===== src/rtl/tx_sched_rr_if.sv =====
// Doorbell, transmit request and dequeue status channels of the round-robin
// transmit scheduler; slave is the scheduler's view, master the peer's.
interface tx_sched_rr_if #(
  parameter int QUEUE_INDEX_WIDTH = 4,
  parameter int REQ_TAG_WIDTH     = 8,
  parameter int DEST_WIDTH        = 8
);
  logic [QUEUE_INDEX_WIDTH-1:0] s_axis_doorbell_queue;
  logic [DEST_WIDTH-1:0]        s_axis_doorbell_dest;
  logic                         s_axis_doorbell_valid;
  logic                         s_axis_doorbell_ready;

  logic [QUEUE_INDEX_WIDTH-1:0] m_axis_req_queue;
  logic [REQ_TAG_WIDTH-1:0]     m_axis_req_tag;
  logic [DEST_WIDTH-1:0]        m_axis_req_dest;
  logic                         m_axis_req_valid;
  logic                         m_axis_req_ready;

  logic                         s_axis_status_dequeue_empty;
  logic                         s_axis_status_dequeue_error;
  logic [REQ_TAG_WIDTH-1:0]     s_axis_status_dequeue_tag;
  logic                         s_axis_status_dequeue_valid;

  modport slave (
    input  s_axis_doorbell_queue, s_axis_doorbell_dest, s_axis_doorbell_valid,
    output s_axis_doorbell_ready,
    output m_axis_req_queue, m_axis_req_tag, m_axis_req_dest, m_axis_req_valid,
    input  m_axis_req_ready,
    input  s_axis_status_dequeue_empty, s_axis_status_dequeue_error,
    input  s_axis_status_dequeue_tag, s_axis_status_dequeue_valid
  );

  modport master (
    output s_axis_doorbell_queue, s_axis_doorbell_dest, s_axis_doorbell_valid,
    input  s_axis_doorbell_ready,
    input  m_axis_req_queue, m_axis_req_tag, m_axis_req_dest, m_axis_req_valid,
    output m_axis_req_ready,
    output s_axis_status_dequeue_empty, s_axis_status_dequeue_error,
    output s_axis_status_dequeue_tag, s_axis_status_dequeue_valid
  );
endinterface


===== src/rtl/tx_sched_rr.sv =====
// Round-robin transmit scheduler: FIFO of active queues, one request per pop,
// tags from an outstanding-op table, retire/re-queue from dequeue status.
module tx_sched_rr #(
  parameter int QUEUE_INDEX_WIDTH = 4,
  parameter int REQ_TAG_WIDTH     = 8,
  parameter int OP_TABLE_SIZE     = 16,
  parameter int DEST_WIDTH        = 8
) (
  input  logic                       clk,
  input  logic                       rst,
  tx_sched_rr_if.slave               sched_if,
  input  logic                       enable,
  output logic [QUEUE_INDEX_WIDTH:0] active_count
);
  localparam int QW  = QUEUE_INDEX_WIDTH;
  localparam int NQ  = 2**QW;
  localparam int OPS = OP_TABLE_SIZE;
  localparam int SW  = (OPS > 1) ? $clog2(OPS) : 1;

  if (REQ_TAG_WIDTH < $clog2(OP_TABLE_SIZE)) begin : g_tag_width_check
    $error("REQ_TAG_WIDTH cannot hold an op table index");
  end

  logic [NQ-1:0]                 sched_q, sched_d, pend_q, pend_d;
  logic [NQ-1:0][DEST_WIDTH-1:0] dest_q, dest_d;
  logic [NQ-1:0][QW-1:0]         fifo_q, fifo_d;
  logic [QW-1:0]                 wr_ptr_q, wr_ptr_d, rd_ptr_q, rd_ptr_d;
  logic [QW:0]                   cnt_q, cnt_d;
  logic [OPS-1:0]                busy_q, busy_d;
  logic [OPS-1:0][QW-1:0]        slot_queue_q, slot_queue_d;
  logic                          req_valid_q, req_valid_d;
  logic [QW-1:0]                 req_queue_q, req_queue_d;
  logic [SW-1:0]                 req_slot_q, req_slot_d;
  logic [DEST_WIDTH-1:0]         req_dest_q, req_dest_d;
  logic [QW:0]                   active_q, active_d;

  logic          db_fire, st_hit, push, free_any, out_free, issue;
  logic [SW-1:0] st_slot, free_slot;
  logic [QW-1:0] st_queue, push_queue, pop_queue;

  // Status and doorbell share the single FIFO push port; status wins.
  assign sched_if.s_axis_doorbell_ready = !rst && !sched_if.s_axis_status_dequeue_valid;

  assign db_fire  = sched_if.s_axis_doorbell_valid && sched_if.s_axis_doorbell_ready;
  assign st_slot  = sched_if.s_axis_status_dequeue_tag[SW-1:0];
  assign st_hit   = sched_if.s_axis_status_dequeue_valid
                 && ((sched_if.s_axis_status_dequeue_tag >> SW) == '0)
                 && busy_q[st_slot];
  assign st_queue = slot_queue_q[st_slot];
  assign out_free = !req_valid_q || sched_if.m_axis_req_ready;
  assign pop_queue = fifo_q[rd_ptr_q];

  always_comb begin
    free_any  = 1'b0;
    free_slot = '0;
    for (int i = OPS - 1; i >= 0; i--) begin
      if (!busy_q[i]) begin
        free_any  = 1'b1;
        free_slot = SW'(i);
      end
    end
  end

  assign issue = enable && (cnt_q != '0) && free_any && out_free;

  always_comb begin
    sched_d      = sched_q;
    pend_d       = pend_q;
    dest_d       = dest_q;
    fifo_d       = fifo_q;
    wr_ptr_d     = wr_ptr_q;
    rd_ptr_d     = rd_ptr_q;
    busy_d       = busy_q;
    slot_queue_d = slot_queue_q;
    req_valid_d  = req_valid_q;
    req_queue_d  = req_queue_q;
    req_slot_d   = req_slot_q;
    req_dest_d   = req_dest_q;
    push         = 1'b0;
    push_queue   = '0;

    if (st_hit) begin
      busy_d[st_slot] = 1'b0;
      pend_d[st_queue] = 1'b0;
      push_queue = st_queue;
      // Non-empty dequeue keeps the queue in rotation; otherwise only a
      // doorbell seen while the op was outstanding keeps it alive.
      if ((!sched_if.s_axis_status_dequeue_empty && !sched_if.s_axis_status_dequeue_error)
          || pend_q[st_queue])
        push = 1'b1;
      else
        sched_d[st_queue] = 1'b0;
    end else if (db_fire) begin
      dest_d[sched_if.s_axis_doorbell_queue] = sched_if.s_axis_doorbell_dest;
      if (!sched_q[sched_if.s_axis_doorbell_queue]) begin
        sched_d[sched_if.s_axis_doorbell_queue] = 1'b1;
        push       = 1'b1;
        push_queue = sched_if.s_axis_doorbell_queue;
      end else begin
        pend_d[sched_if.s_axis_doorbell_queue] = 1'b1;
      end
    end

    if (push) begin
      fifo_d[wr_ptr_q] = push_queue;
      wr_ptr_d = wr_ptr_q + 1'b1;
    end

    if (issue) begin
      rd_ptr_d = rd_ptr_q + 1'b1;
      busy_d[free_slot]       = 1'b1;
      slot_queue_d[free_slot] = pop_queue;
      req_valid_d = 1'b1;
      req_queue_d = pop_queue;
      req_slot_d  = free_slot;
      req_dest_d  = dest_q[pop_queue];
    end else if (out_free) begin
      req_valid_d = 1'b0;
    end
  end

  assign cnt_d = cnt_q + (QW+1)'(push) - (QW+1)'(issue);

  always_comb begin
    active_d = '0;
    for (int i = 0; i < NQ; i++) active_d = active_d + (QW+1)'(sched_d[i]);
  end

  always_ff @(posedge clk) begin
    if (rst) begin
      sched_q      <= '0;
      pend_q       <= '0;
      dest_q       <= '0;
      fifo_q       <= '0;
      wr_ptr_q     <= '0;
      rd_ptr_q     <= '0;
      cnt_q        <= '0;
      busy_q       <= '0;
      slot_queue_q <= '0;
      req_valid_q  <= 1'b0;
      req_queue_q  <= '0;
      req_slot_q   <= '0;
      req_dest_q   <= '0;
      active_q     <= '0;
    end else begin
      sched_q      <= sched_d;
      pend_q       <= pend_d;
      dest_q       <= dest_d;
      fifo_q       <= fifo_d;
      wr_ptr_q     <= wr_ptr_d;
      rd_ptr_q     <= rd_ptr_d;
      cnt_q        <= cnt_d;
      busy_q       <= busy_d;
      slot_queue_q <= slot_queue_d;
      req_valid_q  <= req_valid_d;
      req_queue_q  <= req_queue_d;
      req_slot_q   <= req_slot_d;
      req_dest_q   <= req_dest_d;
      active_q     <= active_d;
    end
  end

  assign sched_if.m_axis_req_valid = req_valid_q;
  assign sched_if.m_axis_req_queue = req_queue_q;
  assign sched_if.m_axis_req_tag   = REQ_TAG_WIDTH'(req_slot_q);
  assign sched_if.m_axis_req_dest  = req_dest_q;
  assign active_count              = active_q;
endmodule


===== src/flat_wrapper.sv =====
// flat-port wrapper written by rule: the top's interface ports become plain ports
module tx_sched_rr_flat 
#(
  parameter int QUEUE_INDEX_WIDTH = 4,
  parameter int REQ_TAG_WIDTH     = 8,
  parameter int OP_TABLE_SIZE     = 16,
  parameter int DEST_WIDTH        = 8
)
  (clk, rst, enable, active_count, sched_if_s_axis_doorbell_queue, sched_if_s_axis_doorbell_dest, sched_if_s_axis_doorbell_valid, sched_if_s_axis_doorbell_ready, sched_if_m_axis_req_queue, sched_if_m_axis_req_tag, sched_if_m_axis_req_dest, sched_if_m_axis_req_valid, sched_if_m_axis_req_ready, sched_if_s_axis_status_dequeue_empty, sched_if_s_axis_status_dequeue_error, sched_if_s_axis_status_dequeue_tag, sched_if_s_axis_status_dequeue_valid);
  tx_sched_rr_if #(.QUEUE_INDEX_WIDTH(QUEUE_INDEX_WIDTH), .REQ_TAG_WIDTH(REQ_TAG_WIDTH), .DEST_WIDTH(DEST_WIDTH)) sched_if_i ();
  input  logic clk;
  input  logic rst;
  input  logic enable;
  output logic [QUEUE_INDEX_WIDTH:0] active_count;
  input wire logic [$bits(sched_if_i.s_axis_doorbell_queue)-1:0] sched_if_s_axis_doorbell_queue;
  input wire logic [$bits(sched_if_i.s_axis_doorbell_dest)-1:0] sched_if_s_axis_doorbell_dest;
  input wire logic [$bits(sched_if_i.s_axis_doorbell_valid)-1:0] sched_if_s_axis_doorbell_valid;
  output wire logic [$bits(sched_if_i.s_axis_doorbell_ready)-1:0] sched_if_s_axis_doorbell_ready;
  output wire logic [$bits(sched_if_i.m_axis_req_queue)-1:0] sched_if_m_axis_req_queue;
  output wire logic [$bits(sched_if_i.m_axis_req_tag)-1:0] sched_if_m_axis_req_tag;
  output wire logic [$bits(sched_if_i.m_axis_req_dest)-1:0] sched_if_m_axis_req_dest;
  output wire logic [$bits(sched_if_i.m_axis_req_valid)-1:0] sched_if_m_axis_req_valid;
  input wire logic [$bits(sched_if_i.m_axis_req_ready)-1:0] sched_if_m_axis_req_ready;
  input wire logic [$bits(sched_if_i.s_axis_status_dequeue_empty)-1:0] sched_if_s_axis_status_dequeue_empty;
  input wire logic [$bits(sched_if_i.s_axis_status_dequeue_error)-1:0] sched_if_s_axis_status_dequeue_error;
  input wire logic [$bits(sched_if_i.s_axis_status_dequeue_tag)-1:0] sched_if_s_axis_status_dequeue_tag;
  input wire logic [$bits(sched_if_i.s_axis_status_dequeue_valid)-1:0] sched_if_s_axis_status_dequeue_valid;
  assign sched_if_i.s_axis_doorbell_queue = sched_if_s_axis_doorbell_queue;
  assign sched_if_i.s_axis_doorbell_dest = sched_if_s_axis_doorbell_dest;
  assign sched_if_i.s_axis_doorbell_valid = sched_if_s_axis_doorbell_valid;
  assign sched_if_s_axis_doorbell_ready = sched_if_i.s_axis_doorbell_ready;
  assign sched_if_m_axis_req_queue = sched_if_i.m_axis_req_queue;
  assign sched_if_m_axis_req_tag = sched_if_i.m_axis_req_tag;
  assign sched_if_m_axis_req_dest = sched_if_i.m_axis_req_dest;
  assign sched_if_m_axis_req_valid = sched_if_i.m_axis_req_valid;
  assign sched_if_i.m_axis_req_ready = sched_if_m_axis_req_ready;
  assign sched_if_i.s_axis_status_dequeue_empty = sched_if_s_axis_status_dequeue_empty;
  assign sched_if_i.s_axis_status_dequeue_error = sched_if_s_axis_status_dequeue_error;
  assign sched_if_i.s_axis_status_dequeue_tag = sched_if_s_axis_status_dequeue_tag;
  assign sched_if_i.s_axis_status_dequeue_valid = sched_if_s_axis_status_dequeue_valid;
  tx_sched_rr #(.QUEUE_INDEX_WIDTH(QUEUE_INDEX_WIDTH), .REQ_TAG_WIDTH(REQ_TAG_WIDTH), .OP_TABLE_SIZE(OP_TABLE_SIZE), .DEST_WIDTH(DEST_WIDTH)) u_core (.clk(clk), .rst(rst), .sched_if(sched_if_i), .enable(enable), .active_count(active_count));
endmodule

===== config.mk =====
export PLATFORM = sky130hd
export DESIGN_NAME = tx_sched_rr_flat
export DESIGN_NICKNAME = d
export VERILOG_FILES = /design/src/rtl/tx_sched_rr_if.sv /design/src/rtl/tx_sched_rr.sv /design/src/flat_wrapper.sv
export SDC_FILE = /design/constraint.sdc
export NUM_CORES = 1
export LEC_CHECK = 0
export ABC_CLOCK_PERIOD_IN_PS = 8750
export BUFFER_PORTS_ARGS = -buffer_cell sky130_fd_sc_hd__buf_2
export CAP_MARGIN = 20
export CORE_UTILIZATION = 60
export CTS_BUF_LIST = sky130_fd_sc_hd__clkbuf_4
export DETAILED_ROUTE_END_ITERATION = 8
export PLACE_DENSITY = 0.79
export SYNTH_ARGS = -nofsm -noshare
export SYNTH_HDL_FRONTEND = slang
export SYNTH_SLANG_ARGS = --single-unit

===== constraint.sdc =====
create_clock -name clk -period 8.75 [get_ports clk]
set_clock_uncertainty 0.05 [all_clocks]
set_input_delay 1.75 -clock clk [delete_from_list [all_inputs] [get_ports clk]]
set_output_delay 1.75 -clock clk [all_outputs]
set_load 0.02 [all_outputs]

==> summary.txt <==
Drt
  • Wire per inst: 18.9 microns
  • Detailed Routing Iterations Pass 1: 7
  • Drt via density: 6.03
  • DR DRC count: 10
  • Via count: 13.3k
  • ANT nets after route: 0
  • Final wirelength: 41.5 mm
  • First DRT Iteration DRCs: 1,084

Timing
  • Worst hold margin: 0.400 ns
  • Final setup violation count: 0
  • RSZ-0062 raised after global routing: no
  • Final Hold Viols: 0
  • F_max: 132 MHz
  • Tcrit/Tclk final: 86.8%
  • Max-slew violations: 0
  • Final setup margin: 1.15 ns
  • Final setup TNS: 0 ns
  • Max transition margin: 22.9%
  • Slew @ Worst Pin: 1.14 ns
  • Fin crit period: 7.60 ns

GRT
  • Initial antenna violation count: 3
  • Number of global-route vias before repair: 12.9k
  • Total GRT Usage: 30.4%
  • Global route overflow: 0
  • Largest net degree at the start of global routing: 102
  • First-pass GRT wire length: 67.1 mm

Logic synthesis
  • Sequential share of the synthesized area: 42.2%
  • Post-synthesis cell area: 16,100 sq um
  • Ys async rst share: 0%
  • Number of distinct library cells after synthesis: 65
  • FF+latch count, synth: 339
  • Syn avg cell area: 9.21 sq um
  • Mapped Cells: 1,745
  • Synth warnings: 0
  • Post-synth top flop: dfxtp_1
  • Post-synth EDFFs: 0
  • Cell taking the most area after synthesis: dfxtp_1
  • Top cell type's share of synthesized area: 42.2%
  • Synth top area cells: dfxtp_1 42%, mux2i_1 11%, mux4_2 6.6%

Die
  • Rows: 59
  • I/O pin count: 55
  • Die height: 166 microns
  • Die width: 166 microns
  • Overall die area: 27,500 sq um
  • Core area: 26,200 sq um
  • Starting Density: 61.4%

Critical path
  • Arrival time worst endpoint: 8.11 ns
  • CP Capture Type: flip-flop
  • Reg2Reg Depth: 19
  • Slowest stage delay, CP: 0.60 ns
  • Critical path buffer and inverter count: 3
  • Worst setup path class: primary input to flip-flop
  • Worst Setup SP: sched_if_s_axis_status_dequeue_tag[0]
  • CP cell instances: buf_2, mux4_2, nand3_1, and4_1, nor2_2, nor2_1, a311o_1, a21boi_4, a31o_2, nand2_1, fa_1, fa_1, fa_1, inv_1, fa_1, inv_1, fa_1, a21o_1, a21oi_1, xor2_1, nor2_1
  • Startpoint types: primary input
  • Most used cell, CP: fa_1
  • Critical Path Slowest Stage Cell: a21boi_4
  • CP top delay family: adder cells
  • Crit path to: u_core.active_count[3]
  • CP required: 9.26 ns
  • R2R Path Start: u_core.slot_queue_q[48]
  • Worst Path Max Fanout: 27
  • RR Endpoint: u_core.active_count[3]
  • CP Depth: 21
  • Reg-to-reg slack, setup: 2.43 ns

Min path
  • Hold path startpoint: u_core.dest_q[70]
  • Worst hold path type: flip-flop to flip-flop

Power and ir drop
  • Worst VDD drop: 0.000169 V
  • Leakage: 6.28 nW
  • PwrDens: 186 nW/um^2
  • Total power: 0.00326 W

Layout
  • Synthesis-to-finish area growth: 9.31%
  • Share of cells above drive strength 1: 16.3%
  • Final Net Count: 1,849
  • Filler cell count in the final layout: 2,170

Clocking
  • Later-pin clock latency in the skew report: 0.74 ns
  • CTS sink count: 339
  • Clk root buf: clkbuf_4
  • Post-CTS setup buffers: 0
  • Cts hold-fix bufs: 0
  • H-tree levels: 3
  • Post-cts resize count: 0
  • Clk buf depth: 3
  • CTS tree: yes
  • Clock slew at reported path FFs: 0.07 ns
  • TritonCTS Buffers: 88

Status
  • Failing checks: design-rule violations
  • Status: finished, violations left

Flow run
  • Total of max-cap violations: 0

Place
  • Buffers added on ports: 50
  • RD Place Congestion: 0.935
  • Dpl ws: 0.480 ns
  • DP HPWL: 28.1 mm
-- cell type report --
class	count	area (sq um)	area share [%]
multi-input combinational	1173	8350	47.5
sequential	339	6790	38.6
clock buffer	126	946	5.38
timing repair buffer	82	490	2.79
tap	335	419	2.38
inverter	110	413	2.35
clock inverter	31	159	0.904
antenna	5	12.5	0.0712
-- Yosys cell counts, drive strengths merged (7+ instances only) --
cell and instances:
o2111ai 7, nor2 164, a311oi 7, a22oi 21
clkbuf 88, nand3 39, nand2 211, a31oi 7
ha 16, buf 38, nor2b 33, a211oi 23
o32ai 64, mux2 13, nand2b 35, nand4 10
o211ai 12, and3 7, fa 11, o21ai 20
mux4 47, nor3 10, a21oi 153, a31o 8
mux2i 185, and2 7, dfxtp 339, inv 109
-- worst min-delay path, stage by stage, from the launching register on --
cell	delay (ns)
dfxtp_1	0.31
nand2_1	0.05
a21oi_1	0.05
-- how the worst min path moves through the flow --
stage | to | slack, ns | cells after the start
6_report | u_core.dest_q[70] | 0.40 | 2
5_1_grt | u_core.dest_q[100] | 0.42 | 2
4_1_cts | u_core.dest_q[70] | 0.40 | 2
3_5_place_dp | u_core.dest_q[70] | 0.39 | 2
2_1_floorplan | u_core.dest_q[70] | 0.38 | 2
3_3_place_gp | u_core.dest_q[89] | 0.39 | 2
-- registers in the layout, summed over array words and instances, names as in the netlist --
name,cells
u_core.fifo_q,64
u_core.dest_q,128
u_core.sched_if.m_axis_req_queue,4
u_core.active_count,5
u_core.pend_q,16
u_core.req_slot_q,4
u_core.sched_if.m_axis_req_dest,8
u_core.cnt_q,5
u_core.rd_ptr_q,4
u_core.slot_queue_q,64
u_core.sched_q,16
u_core.busy_q,16
u_core.sched_if.m_axis_req_valid,1
u_core.wr_ptr_q,4
-- placed cells by master, fill, tap and decap left out, types with 5 or more instances in the layout --
| cell type | netlist | final |
|---|---|---|
| a211oi_1 | 23 | 23 |
| a21oi_1 | 143 | 143 |
| a21oi_2 | 10 | 10 |
| a22o_1 | 6 | 6 |
| a22oi_1 | 21 | 21 |
| a311oi_1 | 7 | 7 |
| a31o_2 | 8 | 8 |
| a31oi_1 | 7 | 7 |
| and2_1 | 6 | 6 |
| and3_1 | 7 | 7 |
| buf_2 | 18 | 53 |
| buf_4 | 8 | 26 |
| clkbuf_4 | 0 | 128 |
| clkinv_1 | 1 | 22 |
| dfxtp_1 | 339 | 339 |
| diode_2 | 0 | 5 |
| fa_1 | 11 | 11 |
| ha_1 | 16 | 16 |
| inv_1 | 109 | 109 |
| mux2_2 | 12 | 12 |
| mux2i_1 | 184 | 184 |
| mux4_2 | 47 | 46 |
| nand2_1 | 211 | 211 |
| nand2b_1 | 35 | 35 |
| nand3_1 | 39 | 39 |
| nand4_1 | 10 | 10 |
| nor2_1 | 163 | 163 |
| nor2b_1 | 33 | 33 |
| nor3_1 | 10 | 9 |
| o2111ai_1 | 7 | 7 |
| o211ai_1 | 12 | 12 |
| o21ai_0 | 18 | 18 |
| o32ai_1 | 64 | 64 |
| xor2_1 | 6 | 6 |
-- stage by stage --
stage / utilization (%) / area [sq um] / cells
floorplan: - / 16100 / 1748
global route: 67.1 / 17600 / 2201
detailed placement: 62.7 / 16400 / 2034
finish: 67.1 / 17600 / 2201
global placement: 62.6 / 16400 / 2032
CTS: 66.9 / 17500 / 2191
-- report_power, final --
part	total (W)	leakage (nW)	internal, W	switching, W
Clock	0.00133	0.651	0.000694	0.000640
Combinational	0.000336	2.90	0.000123	0.000212
Sequential	0.00159	2.73	0.00157	0.0000252
Total	0.00326	6.28	0.00238	0.000877
-- logic make-up after synthesis --
logic type | after synthesis | synth area share, %
mux | 245 | 19.0
other cells | 1 | 0.0233
fa+ha+maj | 27 | 2.61
xor+xnor | 8 | 0.436
simple gates | 536 | 14.8
buf+inv | 236 | 5.98
compound gates | 353 | 14.9
flops | 339 | 42.2
-- routing by layer --
layer,GRT usage (%),part of all wire [%]
met1,39.1,42
met2,50.2,48
met3,5.90,6.9
met4,12.9,2.9
met5,0,0.053
Note: power is estimated with default switching activity, not from simulation.
